**src/rtl/mux_reg_arbiter_if.sv**
```systemverilog
// Request/grant and data bundle between two sources and the shared mux-register arbiter.
interface mux_reg_arbiter_if #(
    parameter int WIDTH = 3
);
    logic             req0;
    logic             req1;
    logic [WIDTH-1:0] d_in1;
    logic [WIDTH-1:0] d_in2;
    logic             gnt0;
    logic             gnt1;
    logic             sel;
    logic             en;
    logic [WIDTH-1:0] d_out1;
    logic             d_valid;

    modport master (
        output req0, req1, d_in1, d_in2,
        input  gnt0, gnt1, sel, en, d_out1, d_valid
    );

    modport slave (
        input  req0, req1, d_in1, d_in2,
        output gnt0, gnt1, sel, en, d_out1, d_valid
    );
endinterface

```
**src/rtl/mux_reg_arbiter.sv**
```systemverilog
// Round-robin two-source arbiter owning one registered WIDTH-bit mux datapath.
// Define MUX_ARB_HOLD_LIMIT_EN to preempt an owner after MAX_HOLD consecutive captures.
module mux_reg_arbiter #(
    parameter int WIDTH    = 3,
    parameter int MAX_HOLD = 4
) (
    input  logic             clk,
    input  logic             reset,
    mux_reg_arbiter_if.slave bus
);
    typedef enum logic [1:0] {
        IDLE = 2'd0,
        OWN0 = 2'd1,
        OWN1 = 2'd2
    } state_t;

    if (MAX_HOLD < 1 || MAX_HOLD > 15) begin : g_bad_hold
        $error("mux_reg_arbiter: MAX_HOLD must be in 1..15");
    end

    state_t           state_q, state_d;
    logic             last_owner_q, last_owner_d;
    logic [WIDTH-1:0] d_out_q, d_out_d;
    logic             d_valid_q, d_valid_d;
    logic             en_w;
    logic             hold_hit_w;

`ifdef MUX_ARB_HOLD_LIMIT_EN
    localparam logic [3:0] HOLD_MAX = 4'(MAX_HOLD);
    localparam logic [3:0] HOLD_M1  = 4'(MAX_HOLD - 1);

    logic [3:0] cnt_q, cnt_d;

    function automatic logic [3:0] sat_inc(input logic [3:0] c);
        return (c >= HOLD_MAX) ? HOLD_MAX : c + 4'd1;
    endfunction

    // The capture happening at this edge is the MAX_HOLD-th of the run.
    assign hold_hit_w = (cnt_q >= HOLD_M1);
`else
    assign hold_hit_w = 1'b0;
`endif

    assign en_w = ((state_q == OWN0) && bus.req0) || ((state_q == OWN1) && bus.req1);

    always_comb begin
        state_d      = state_q;
        last_owner_d = last_owner_q;
        d_out_d      = d_out_q;
        d_valid_d    = 1'b0;

        if (en_w) begin
            d_out_d   = (state_q == OWN1) ? bus.d_in2 : bus.d_in1;
            d_valid_d = 1'b1;
        end

        unique case (state_q)
            IDLE: begin
                if (bus.req0 && bus.req1)
                    state_d = last_owner_q ? OWN0 : OWN1;
                else if (bus.req0)
                    state_d = OWN0;
                else if (bus.req1)
                    state_d = OWN1;
            end
            OWN0: begin
                if (!bus.req0)
                    state_d = bus.req1 ? OWN1 : IDLE;
                else if (hold_hit_w && bus.req1)
                    state_d = OWN1;
            end
            OWN1: begin
                if (!bus.req1)
                    state_d = bus.req0 ? OWN0 : IDLE;
                else if (hold_hit_w && bus.req0)
                    state_d = OWN0;
            end
            default: state_d = IDLE;
        endcase

        if (state_d == OWN0 && state_q != OWN0) last_owner_d = 1'b0;
        if (state_d == OWN1 && state_q != OWN1) last_owner_d = 1'b1;
    end

`ifdef MUX_ARB_HOLD_LIMIT_EN
    // Counter runs only while the same owner keeps capturing; any handover or drop restarts it.
    always_comb begin
        cnt_d = 4'd0;
        if (en_w && state_d == state_q)
            cnt_d = sat_inc(cnt_q);
    end

    always_ff @(posedge clk or posedge reset) begin
        if (reset) cnt_q <= 4'd0;
        else       cnt_q <= cnt_d;
    end
`endif

    always_ff @(posedge clk or posedge reset) begin
        if (reset) begin
            state_q      <= IDLE;
            last_owner_q <= 1'b1;
            d_out_q      <= '0;
            d_valid_q    <= 1'b0;
        end else begin
            state_q      <= state_d;
            last_owner_q <= last_owner_d;
            d_out_q      <= d_out_d;
            d_valid_q    <= d_valid_d;
        end
    end

    assign bus.gnt0    = (state_q == OWN0);
    assign bus.gnt1    = (state_q == OWN1);
    assign bus.sel     = (state_q == OWN1);
    assign bus.en      = en_w;
    assign bus.d_out1  = d_out_q;
    assign bus.d_valid = d_valid_q;
endmodule

```
**src/flat_wrapper.sv**
```systemverilog
// flat-port wrapper written by rule: the top's interface ports become plain ports
module mux_reg_arbiter_flat 
#(
    parameter int WIDTH    = 3,
    parameter int MAX_HOLD = 4
)
  (clk, reset, bus_req0, bus_req1, bus_d_in1, bus_d_in2, bus_gnt0, bus_gnt1, bus_sel, bus_en, bus_d_out1, bus_d_valid);
  mux_reg_arbiter_if #(.WIDTH(WIDTH)) bus_i ();
  input  logic clk;
  input  logic reset;
  input wire logic [$bits(bus_i.req0)-1:0] bus_req0;
  input wire logic [$bits(bus_i.req1)-1:0] bus_req1;
  input wire logic [$bits(bus_i.d_in1)-1:0] bus_d_in1;
  input wire logic [$bits(bus_i.d_in2)-1:0] bus_d_in2;
  output wire logic [$bits(bus_i.gnt0)-1:0] bus_gnt0;
  output wire logic [$bits(bus_i.gnt1)-1:0] bus_gnt1;
  output wire logic [$bits(bus_i.sel)-1:0] bus_sel;
  output wire logic [$bits(bus_i.en)-1:0] bus_en;
  output wire logic [$bits(bus_i.d_out1)-1:0] bus_d_out1;
  output wire logic [$bits(bus_i.d_valid)-1:0] bus_d_valid;
  assign bus_i.req0 = bus_req0;
  assign bus_i.req1 = bus_req1;
  assign bus_i.d_in1 = bus_d_in1;
  assign bus_i.d_in2 = bus_d_in2;
  assign bus_gnt0 = bus_i.gnt0;
  assign bus_gnt1 = bus_i.gnt1;
  assign bus_sel = bus_i.sel;
  assign bus_en = bus_i.en;
  assign bus_d_out1 = bus_i.d_out1;
  assign bus_d_valid = bus_i.d_valid;
  mux_reg_arbiter #(.WIDTH(WIDTH), .MAX_HOLD(MAX_HOLD)) u_core (.clk(clk), .reset(reset), .bus(bus_i));
endmodule
```
**config.mk**
```make
export PLATFORM = sky130hd
export DESIGN_NAME = mux_reg_arbiter_flat
export DESIGN_NICKNAME = d
export VERILOG_FILES = /design/src/rtl/mux_reg_arbiter_if.sv /design/src/rtl/mux_reg_arbiter.sv /design/src/flat_wrapper.sv
export SDC_FILE = /design/constraint.sdc
export NUM_CORES = 1
export LEC_CHECK = 0
export BUFFER_PORTS_ARGS = -buffer_cell sky130_fd_sc_hd__buf_4
export CAP_MARGIN = 20
export CORE_AREA = 2 2 39 41
export CTS_CLUSTER_SIZE = 25
export DETAILED_ROUTE_END_ITERATION = 7
export DIE_AREA = 0 0 41 43
export HOLD_SLACK_MARGIN = 0.12
export PLACE_DENSITY = 0.51
export SLEW_MARGIN = 10
export SYNTH_ARGS = -nofsm -noshare
export SYNTH_HDL_FRONTEND = slang
export SYNTH_SLANG_ARGS = --single-unit
```
**constraint.sdc**
```tcl
create_clock -name clk -period 3.8 [get_ports clk]
set_clock_uncertainty 0.1 [all_clocks]
set_input_delay 0.95 -clock clk [delete_from_list [all_inputs] [get_ports clk]]
set_output_delay 0.95 -clock clk [all_outputs]
set_load 0.05 [all_outputs]
```
# Word-level counts from Yosys, hierarchy flattened
# Index checks and enable logic that the tools add are counted.
[totals] out_inout_bits=8 latch_bits=0 elab_cells=31 rom_bits=0 input_bits=10 ram_bits=0 n_memories=0 register_bits=7
[op_classes] eq_ne=6 shifts=0 n_lt_le_gt_ge=0 n_addsub=0 n_div=0 muxes=13 bitwise=0 n_mul=0 n_reduce_logical=8
[ops] operator="$mux W2" count=7
[ops] operator="$pmux W2 S3" count=1
[ops] operator="$logic_and A1 B1 Y1" count=5
[ops] operator="$eq A2 B1 Y1 const B" count=2
[ops] operator="$eq A2 B2 Y1 const B" count=2
[ops] operator="$mux W1" count=4
[ops] operator="$mux W3" count=1
[ops] operator="$logic_not A2 Y1" count=1
[ops] operator="$ne A2 B1 Y1 const B" count=1
[ops] operator="$ne A2 B2 Y1 const B" count=1
[ops] operator="$reduce_bool A2 Y1" count=1
[ops] operator="$logic_or A1 B1 Y1" count=1

# Longest topological paths before layout
# Gate-level depths: netlist of the first run.
[logic_depth] word_depth=8 depth_mapped=4 mapped_depth_nobuf=3

# Worst setup path before layout of the first run
# OpenSTA, ideal clock, no wires.
[synth_path] path_type="reg-to-output" from="register u_core.state_q[0]" to="output port bus_en" arrival_ps=1575 path_slack_ps=1175 n_path_buf=0 required_time_ps=2750 path_stages_with_launch=3 path_cell_list="dfrtp_1 > nor2b_1 > a22o_4"
[synth_between] elab_chain_cells=3 elab_cells_between_ends=5 classes_between="2 x eq/ne; 3 x reduce/logical"
[synth_rtl] element="from (decl)" line_no="mux_reg_arbiter.sv:21" source="state_t state_q, state_d;"
[synth_rtl] element="from (signal assigned)" line_no="mux_reg_arbiter.sv:106" source="state_q <= state_d;"
[synth_rtl] element="$eq A2 B1 Y1"
[synth_rtl] element="named net bus_gnt0" line_no="flat_wrapper.sv:15" source="output wire logic [$bits(bus_i.gnt0)-1:0] bus_gnt0;"
[synth_rtl] element="$logic_and A1 B1 Y1" line_no="mux_reg_arbiter.sv:44" source="assign en_w = ((state_q == OWN0) && bus.req0) || ((state_q == OWN1) && bus.req1);"
[synth_rtl] element="$logic_or A1 B1 Y1" line_no="mux_reg_arbiter.sv:44"
[synth_rtl] element="to (decl)" line_no="flat_wrapper.sv:18" source="output wire logic [$bits(bus_i.en)-1:0] bus_en;"
# The timed path passes the listed nets, and every way through them passes these cells.

# Worst setup path in the final report of the first run
[layout_path] from="register u_core.state_q[1]" to="output port bus_en"
[layout_between] elab_chain_cells=3 elab_cells_between_ends=5 classes_between="2 x eq/ne; 3 x reduce/logical"
[layout_rtl] element="$eq A2 B1 Y1 / $eq A2 B2 Y1 (equally long branches)" line_no="mux_reg_arbiter.sv:44"
[layout_rtl] element="$logic_and A1 B1 Y1" line_no="mux_reg_arbiter.sv:44"
[layout_rtl] element="$logic_or A1 B1 Y1 *" line_no="mux_reg_arbiter.sv:44"
# Mark *: on every way between the ends. The rest lies on a longest branch, timed or not.

==> run summary, run 1 <==
Status: completed
Post-Syn Nets: 41
H-Tree Level Count: 1
Worst hold stages: 2
Postcts setup bufs: 0
Routing usage on met2: 14.69%
Post_cts resized: 0
Slew Limit Fails: 0
Max-Cap Viols: 0
Worst R2R Start: u_core.state_q[1]
Synth Instances: 31
VDD IR max: 397.3 uV
N_diodes: 0
Lkg Pwr: 0.2734 nW
Worst EP arrival: 1.63 ns
Fill cell count: 141
GRT busiest layer: met2
CTS Buf Count: 3
Synth Warn #: 0
Vias in the first global route: 303
Met1 Use GR: 7.921%
Kind of critical path: reg2out
Mapped Avg Cell Area: 12.23 sq um
Final Setup Violations: 0
Vias per cell: 4.424
Die height: 43 microns
Initial antenna violation count: 0
Crit. Startpoint: u_core.state_q[1]
Setup TNS: 0 ns
Area contributors post-synth: dfrtp_1 (40%), mux2_4 (24%), dfstp_2 (6.9%)
Post-synthesis register bit count: 7
CTS tree: yes
DP Wirelength: 595.9 microns
Rows: 14
Register area: 176.4 sq um
# hold bufs at CTS: 0
Nature of the critical path startpoint: flop
Clock sink count: 7
Gr usage total: 9.109%
Post-synth EDFFs: 0
IO buf count: 17
Reg clk slew, reported paths: 0.05 ns
Root Buffer: clkbuf_4
Initial core utilization: 27.40%
Worst slew pin tran: 0.5929 ns
GPL Wtd Cong: 0.5804
Commonest cells in the netlist: dfrtp_1 (6), mux2_4 (6), inv_1 (3), nor2_1 (3)
Top-Level Pins: 18
Min Tclk post-route: 2.678 ns
Routed WL: 688 microns
Worst skew pair latency: 0.24 ns
Crit path capture type: output pin
Syn Std Cell Area: 379.1 sq um
Worst hold path type: reg2reg
Core area: 0.001384 sq mm
Chip Width: 41 microns
DRT iter0 DRCs: 0
Most used DFF post-synth: dfrtp_1
Total power: 0.3616 mW
Area leader, netlist: dfrtp_1
Maximum clock rate: 0.3734 GHz
Full die area: 0.001763 sq mm
GR Layer Usage met3: 3.665%
Hold Vio Cnt, Final: 0
Asr flop ratio synth: 100.0%
GR Overflow Total: 0
First-pass GRT wire length: 1021 microns
Hold path startpoint: u_core.last_owner_q
Power per cell area: 676.8 mW/mm^2
Largest net degree at the start of global routing: 8
Synthesis-to-finish area growth: 40.92%
Final period util: 70.48%
Multi-input logic area: 172.7 sq um
Library cells used by synthesis: 15
Antenna viol nets, final: 0
Critical path fanouts, max: 6
Layout net count: 61
Vias: 292
WP data required: 2.75 ns
WL/cell: 10.42 microns
Drt pass-1 iters: 1
Post-synthesis sequential area ratio: 46.53%
Clk buf depth: 2
Post-synth top area share: 39.60%
Layout cell share with drive strength beyond 1: 56.00%
RSZ-0062 raised after global routing: no
DRC viols: 0
Cells on worst reg2reg path: 3
Slew headroom: 60.39%
[final timing paths]
| kind | to | slack, ns |
|---|---|---|
| min in group asynchronous | u_core.bus.d_out1[0] | 0.53 |
| min reg2reg | u_core.last_owner_q | 0.40 |
| max in group asynchronous | u_core.last_owner_q | 2.81 |
| min | u_core.last_owner_q | 0.40 |
| max reg2reg | u_core.bus.d_out1[0] | 2.03 |
| max | bus_en | 1.12 |
[state kept, by name, indices dropped and copies added, names as in the netlist]
| signal | count |
|---|---|
| u_core.bus.d_out1 | 3 |
| u_core.bus.d_valid | 1 |
| u_core.last_owner_q | 1 |
| u_core.state_q | 2 |
[critical path: stages (launching register included)]
cell	delay (ns)
dfrtp_1	0.42
nor2b_1	0.53
a22o_4	0.24
buf_4	0.20
[area by class of cell]
class	count	area share, %
clock buffer	4	4.918
inverter	3	2.108
multi-input combinational	19	32.32
sequential	7	33.02
tap	16	3.747
timing repair buffer	17	23.89
[logic make-up (layout without fill, tap and decap cells)]
logic type,Yosys count,after routing,synth area share [%]
AND/OR/NAND/NOR,6,6,7.589
buffers and inverters,5,24,7.921
AO/OA/AOI/OAI,7,7,14.19
multiplexers,6,6,23.76
flip-flops,7,7,46.53
[placed cells by master (no fill, tap or decap)]
cell type  instances
o21a_1             1
o21ai_1            1
clkbuf_1           1
nor2_1             3
buf_4             17
dfstp_2            1
a21oi_1            1
clkbuf_4           3
inv_1              3
o22a_1             1
a22o_4             1
nor3_1             1
o21ai_0            2
dfrtp_1            6
nor2b_1            2
mux2_4             6
[report_power, final]
part | switching [mW] | internal [mW]
clock | 0.0231 | 0.0398
combinational | 0.112 | 0.0718
sequential | 0.0167 | 0.0986
total | 0.151 | 0.210
[through the flow]
step           hold WS [ns]  cells  cell area (sq um)  setup slack (ns)  utilization (%)
2_1_floorplan        0.3728     31              379.1             1.175                -
3_3_place_gp         0.3979     62              508.0             1.216            36.71
3_5_place_dp         0.3980     62              508.0             1.216            36.71
4_1_cts              0.4070     66              534.3             1.062            38.61
5_1_grt              0.4419     66              534.3            0.9862            38.61
6_report             0.4027     66              534.3             1.122            38.61
[metal layers]
metal,routed length [microns],up-vias
li1,-,142
met1,267,134
met2,339,14
met3,70,2
met4,10,0
met5,0,-
No activity file was read; power rests on OpenSTA's default activity.
==> run 2, diff against run 1 <==
- clock period: 3.8 -> 2.5 ns (I/O delays scaled with it)
==> run summary, run 2 (same netlist as run 1, synthesis figures left out) <==
Initial core utilization: 27.40% (unchanged)
Final period util: 81.74%
Slowest-stage cell, CP: dfrtp_1 (was nor2b_1)
Slew headroom: 82.86% (was 60.39%)
Root Buffer: clkbuf_4 (unchanged)
Flop-to-flop setup slack: 0.88 ns (was 2.03 ns)
# hold bufs at CTS: 0 (unchanged)
Slew Limit Fails: 0 (unchanged)
Chip Width: 41 microns (unchanged)
Crit-path max cell delay: 0.42 ns (was 0.53 ns)
WP data required: 1.77 ns (was 2.75 ns)
CTS Buf Count: 3 (unchanged)
Top-Level Pins: 18 (unchanged)
DRC viols: 0 (unchanged)
Power per cell area: 1025 mW/mm^2 (was 676.8 mW/mm^2)
Full die area: 0.001763 sq mm (unchanged)
Maximum clock rate: 0.4894 GHz
Lkg Pwr: 0.2813 nW (was 0.2734 nW)
GPL Wtd Cong: 0.5953 (was 0.5804)
Clock sink count: 7 (unchanged)
Worst R2R Start: u_core.state_q[1] (unchanged)
Commonest cells after routing, fill and taps aside: buf_4 (18), mux2_4 (6), dfrtp_1 (6) (was buf_4 (17), mux2_4 (6), dfrtp_1 (6))
Cells on worst reg2reg path: 4 (was 3)
Die height: 43 microns (unchanged)
First-pass GRT wire length: 1000 microns (was 1021 microns)
DRT iter0 DRCs: 0 (unchanged)
Initial antenna violation count: 0 (unchanged)
Layout cell share with drive strength beyond 1: 58.82% (was 56.00%)
Hold Vio Cnt, Final: 0 (unchanged)
Worst slew pin tran: 0.2569 ns (was 0.5929 ns)
Vias per cell: 4.358 (was 4.424)
Cell depth of the worst setup path: 3 (unchanged)
CTS tree: yes (unchanged)
Total power: 0.5567 mW (was 0.3616 mW)
Clk buf depth: 2 (unchanged)
Routed WL: 687 microns (was 688 microns)
Setup TNS: 0 ns (unchanged)
WL/cell: 10.25 microns (was 10.42 microns)
Core area: 0.001384 sq mm (unchanged)
Reg clk slew, reported paths: 0.06 ns (was 0.05 ns)
N_diodes: 0 (unchanged)
Worst skew pair latency: 0.25 ns (was 0.24 ns)
Synthesis-to-finish area growth: 43.23% (was 40.92%)
Status: completed (unchanged)
Vias: 292 (unchanged)
Min Tclk post-route: 2.043 ns
Worst hold path type: in2async (was reg2reg)
FF-to-FF End: u_core.bus.d_out1[0] (unchanged)
VDD IR max: 607.4 uV (was 397.3 uV)
Antenna viol nets, final: 0 (unchanged)
Nature of the critical path startpoint: flop (unchanged)
Final Setup Violations: 0 (unchanged)
Worst EP arrival: 1.32 ns (was 1.63 ns)
Commonest non-fill, non-tap cell in the layout: buf_4 (unchanged)
Drt pass-1 iters: 1 (unchanged)
IO buf count: 17 (unchanged)
Largest net degree at the start of global routing: 8 (unchanged)
Critical path fanouts, max: 6 (unchanged)
RSZ-0062 raised after global routing: no (unchanged)
Max FFs per register: 3 (unchanged)
Placed cells: 63 (was 62)
Cell chain of the critical path: nor2b_1, a22o_4, buf_4 (unchanged)
Critical path buffers and inverters: 1 (unchanged)
Final core occ: 39.24% (was 38.61%)
Max-Cap Viols: 0 (unchanged)
Final Non-Filler Cells: 67 (was 66)
Gr usage total: 9.267% (was 9.109%)
Rows: 14 (unchanged)
Fill cell count: 145 (was 141)
Crit path capture type: output pin (unchanged)
GR Overflow Total: 0 (unchanged)
Kind of critical path: reg2out (unchanged)
H-Tree Level Count: 1 (unchanged)
Fin Hold WS: 0.1980 ns (was 0.4027 ns)
Post_cts resized: 0 (unchanged)
Layout net count: 62 (was 61)
Vias in the first global route: 274 (was 303)
Postcts setup bufs: 0 (unchanged)
Crit path max-delay family: flip-flops (was simple AND/OR/NAND/NOR gates)
==> run 2: worst max path at each step <==
stage                            from      end  slack (ns)
floorplan           u_core.state_q[0]   bus_en        0.20
global placement             bus_req0   bus_en        0.57
detailed placement           bus_req0   bus_en        0.57
CTS                 u_core.state_q[0]   bus_en        0.44
global route        u_core.state_q[1]  bus_sel        0.41
finish              u_core.state_q[0]   bus_en        0.46
==> run 2: routing by layer <==
metal,wire length [microns],track usage (%),share of wire (%)
met5,0,0,0
met4,6,8.000,0.87
met3,75,4.712,11
met2,319,11.56,46
met1,285,11.11,41
==> run 2: per-stage QoR <==
step | cell area, sq um | setup slack, ns
2_1_floorplan | 379.1 | 0.1998
3_3_place_gp | 515.5 | 0.5664
3_5_place_dp | 515.5 | 0.5669
4_1_cts | 543.0 | 0.4398
5_1_grt | 543.0 | 0.4066
6_report | 543.0 | 0.4566
==> run 2: layout make-up <==
type | instances | area, sq um | area share, %
Clock buffer | 3 | 22.52 | 4.147
Clock inverter | 1 | 5.005 | 0.9217
Inverter | 3 | 11.26 | 2.074
Multi-Input combinational cell | 19 | 172.7 | 31.80
Sequential cell | 7 | 176.4 | 32.49
Tap cell | 16 | 20.02 | 3.687
Timing Repair Buffer | 18 | 135.1 | 24.88
==> run 2: power by group <==
part	internal [mW]	switching [mW]	total (mW)
combinational	0.112	0.170	0.282
sequential	0.149	0.0234	0.173
clock	0.0585	0.0435	0.102
total	0.320	0.237	0.557
==> run 3, diff against run 2 <==
- PLACE_DENSITY: 0.51 -> 0.52
- clock period: 2.5 -> 1.75 ns (I/O delays scaled with it)
==> run summary, run 3 (same netlist as run 1, synthesis figures left out) <==
Status: finished with violations (was completed)
Failing checks: negative setup slack
Nature of the critical path startpoint: flop (unchanged)
Full die area: 0.001763 sq mm (unchanged)
Root Buffer: clkbuf_4 (unchanged)
Maximum clock rate: 0.5712 GHz
CTS tree: yes (unchanged)
Top-Level Pins: 18 (unchanged)
GPL Wtd Cong: 0.6139 (was 0.5953)
Slowest-stage cell, CP: dfrtp_1 (unchanged)
Largest net degree at the start of global routing: 8 (unchanged)
Layout net count: 68 (was 62)
Die height: 43 microns (unchanged)
Reg clk slew, reported paths: 0.05 ns (was 0.06 ns)
First-pass GRT wire length: 1235 microns (was 1000 microns)
Placed inst area: 538.0 sq um (was 515.5 sq um)
Slew headroom: 82.54% (was 82.86%)
Slew Limit Fails: 0 (unchanged)
Crit-path max cell delay: 0.42 ns (about the same)
Hold Vio Cnt, Final: 0 (unchanged)
CTS Buf Count: 3 (unchanged)
Setup TNS: -0.0007175 ns (was 0 ns)
WL/cell: 10.95 microns (was 10.25 microns)
Commonest cells after routing, fill and taps aside: buf_4 (22), mux2_4 (6), dfrtp_1 (6) (was buf_4 (18), mux2_4 (6), dfrtp_1 (6))
Worst EP arrival: 1.21 ns (was 1.32 ns)
Worst hold path type: in2reg (was in2async)
Worst slew pin tran: 0.2616 ns (was 0.2569 ns)
Cell chain of the critical path: nor2b_4, a22o_4, buf_8 (was nor2b_1, a22o_4, buf_4)
Vias: 322 (was 292)
Drt pass-1 iters: 4 (was 1)
Max FFs per register: 3 (unchanged)
GR Overflow Total: 0 (unchanged)
FF-to-FF End: u_core.bus.d_out1[1] (was u_core.bus.d_out1[0])
WP data required: 1.21 ns (was 1.77 ns)
Core area: 0.001384 sq mm (unchanged)
Layout cell share with drive strength beyond 1: 63.16% (was 58.82%)
RSZ-0062 raised after global routing: yes (was no)
Gr usage total: 10.76% (was 9.267%)
Kind of critical path: reg2out (unchanged)
Fin Hold WS: 0.3589 ns (was 0.1980 ns)
Synthesis-to-finish area growth: 61.39% (was 43.23%)
DRC viols: 0 (unchanged)
IO buf count: 17 (unchanged)
Crit. Startpoint: u_core.state_q[0] (unchanged)
Vias per cell: 4.411 (was 4.358)
Initial antenna violation count: 0 (unchanged)
Final WS setup: -0.0007175 ns (was 0.4566 ns)
Vias in the first global route: 292 (was 274)
Cells on worst reg2reg path: 4 (unchanged)
Power per cell area: 1375 mW/mm^2 (was 1025 mW/mm^2)
Lkg Pwr: 0.3174 nW (was 0.2813 nW)
DRT iter0 DRCs: 2 (was 0)
Crit path capture type: output pin (unchanged)
Worst R2R Start: u_core.state_q[1] (unchanged)
N_diodes: 0 (unchanged)
Critical path destination: bus_en (unchanged)
Flop-to-flop setup slack: 0.23 ns (was 0.88 ns)
Clock sink count: 7 (unchanged)
Cell area after layout: 611.8 sq um (was 543.0 sq um)
Min Tclk post-route: 1.751 ns
Initial core utilization: 27.40% (unchanged)
Clk buf depth: 2 (unchanged)
Critical path fanouts, max: 3 (was 6)
Routed WL: 799 microns (was 687 microns)
Final period util: 100.0%
DP Wirelength: 579.3 microns
Rows: 14 (unchanged)
Commonest non-fill, non-tap cell in the layout: buf_4 (unchanged)
Worst skew pair latency: 0.24 ns (was 0.25 ns)
VDD IR max: 964.3 uV (was 607.4 uV)
Chip Width: 41 microns (unchanged)
Max-Cap Viols: 0 (unchanged)
Final Setup Violations: 1 (was 0)
Antenna viol nets, final: 0 (unchanged)
H-Tree Level Count: 1 (unchanged)
Fill cell count: 148 (was 145)
-- run 3: cell types whose count changed in the layout (fill, tap and decap cells not counted) --
| cell | delta |
|---|---|
| clkinv_2 | -1 |
| clkbuf_1 | +1 |
| dlygate4sd3_1 | +1 |
| buf_4 | +4 |
| buf_8 | +1 |
| nor2b_4 | +2 |
| nor2b_1 | -2 |
-- run 3: cell type report --
class / count / area (sq um) / share of cell area, %
Timing Repair Buffer: 24 / 190.2 / 31.08
Tap cell: 16 / 20.02 / 3.272
Multi-Input combinational cell: 19 / 187.7 / 30.67
Sequential cell: 7 / 176.4 / 28.83
Clock buffer: 4 / 26.28 / 4.294
Inverter: 3 / 11.26 / 1.840
-- run 3: stage by stage --
step / std cells / total power [mW] / setup WS (ns) / utilization [%]
2_1_floorplan: 31 / 0.5523 / 0.1422 / -
3_3_place_gp: 65 / 0.6722 / 0.1316 / 38.88
3_5_place_dp: 65 / 0.6691 / 0.1266 / 38.88
4_1_cts: 73 / 0.8501 / -0.02667 / 44.21
5_1_grt: 73 / 0.8791 / -0.03834 / 44.21
6_report: 73 / 0.8413 / -0.0007175 / 44.21
-- run 3: worst max-delay path: cells and delay by family (launching register included) --
family,cells,cell delay (ns)
buf+inv,1,0.15
simple gates,1,0.15
flops,1,0.42
compound gates,1,0.26
-- run 3: repair_timing --
item | in CTS | in global routing
setup buffers | 3 | 0
hold buffers | 1 | 0
endpoints found under the hold margin | 6 | 0
resized for setup | 4 | 0
pin swaps | 1 | 1
endpoints found under the setup margin | 3 | 1
-- run 3: worst min path at each step --
| stage | end | from | cells after the start | slack, ns |
|---|---|---|---|---|
| after floorplan | u_core.bus.d_out1[0] | reset | 1 | 0.14 |
| after detailed placement | u_core.bus.d_valid | reset | 2 | 0.28 |
| after global placement | u_core.bus.d_valid | reset | 2 | 0.28 |
| after CTS | u_core.state_q[1] | bus_req1 | 2 | 0.36 |
| after global routing | u_core.state_q[1] | bus_req1 | 2 | 0.37 |
| final | u_core.state_q[1] | bus_req1 | 2 | 0.36 |
-- run 3: layer usage --
metal / global-route usage (%) / up-vias / wire length (microns)
li1: - / 157 / -
met1: 14.67 / 149 / 337
met2: 14.69 / 14 / 386
met3: 3.141 / 2 / 69
met4: 6.000 / 0 / 5
met5: 0 / - / 0
-- run 3: where the power goes --
part           leakage [nW]  switching [mW]  internal [mW]
Combinational         0.219           0.257          0.193
Sequential           0.0839          0.0338          0.214
Clock                0.0150          0.0569         0.0868
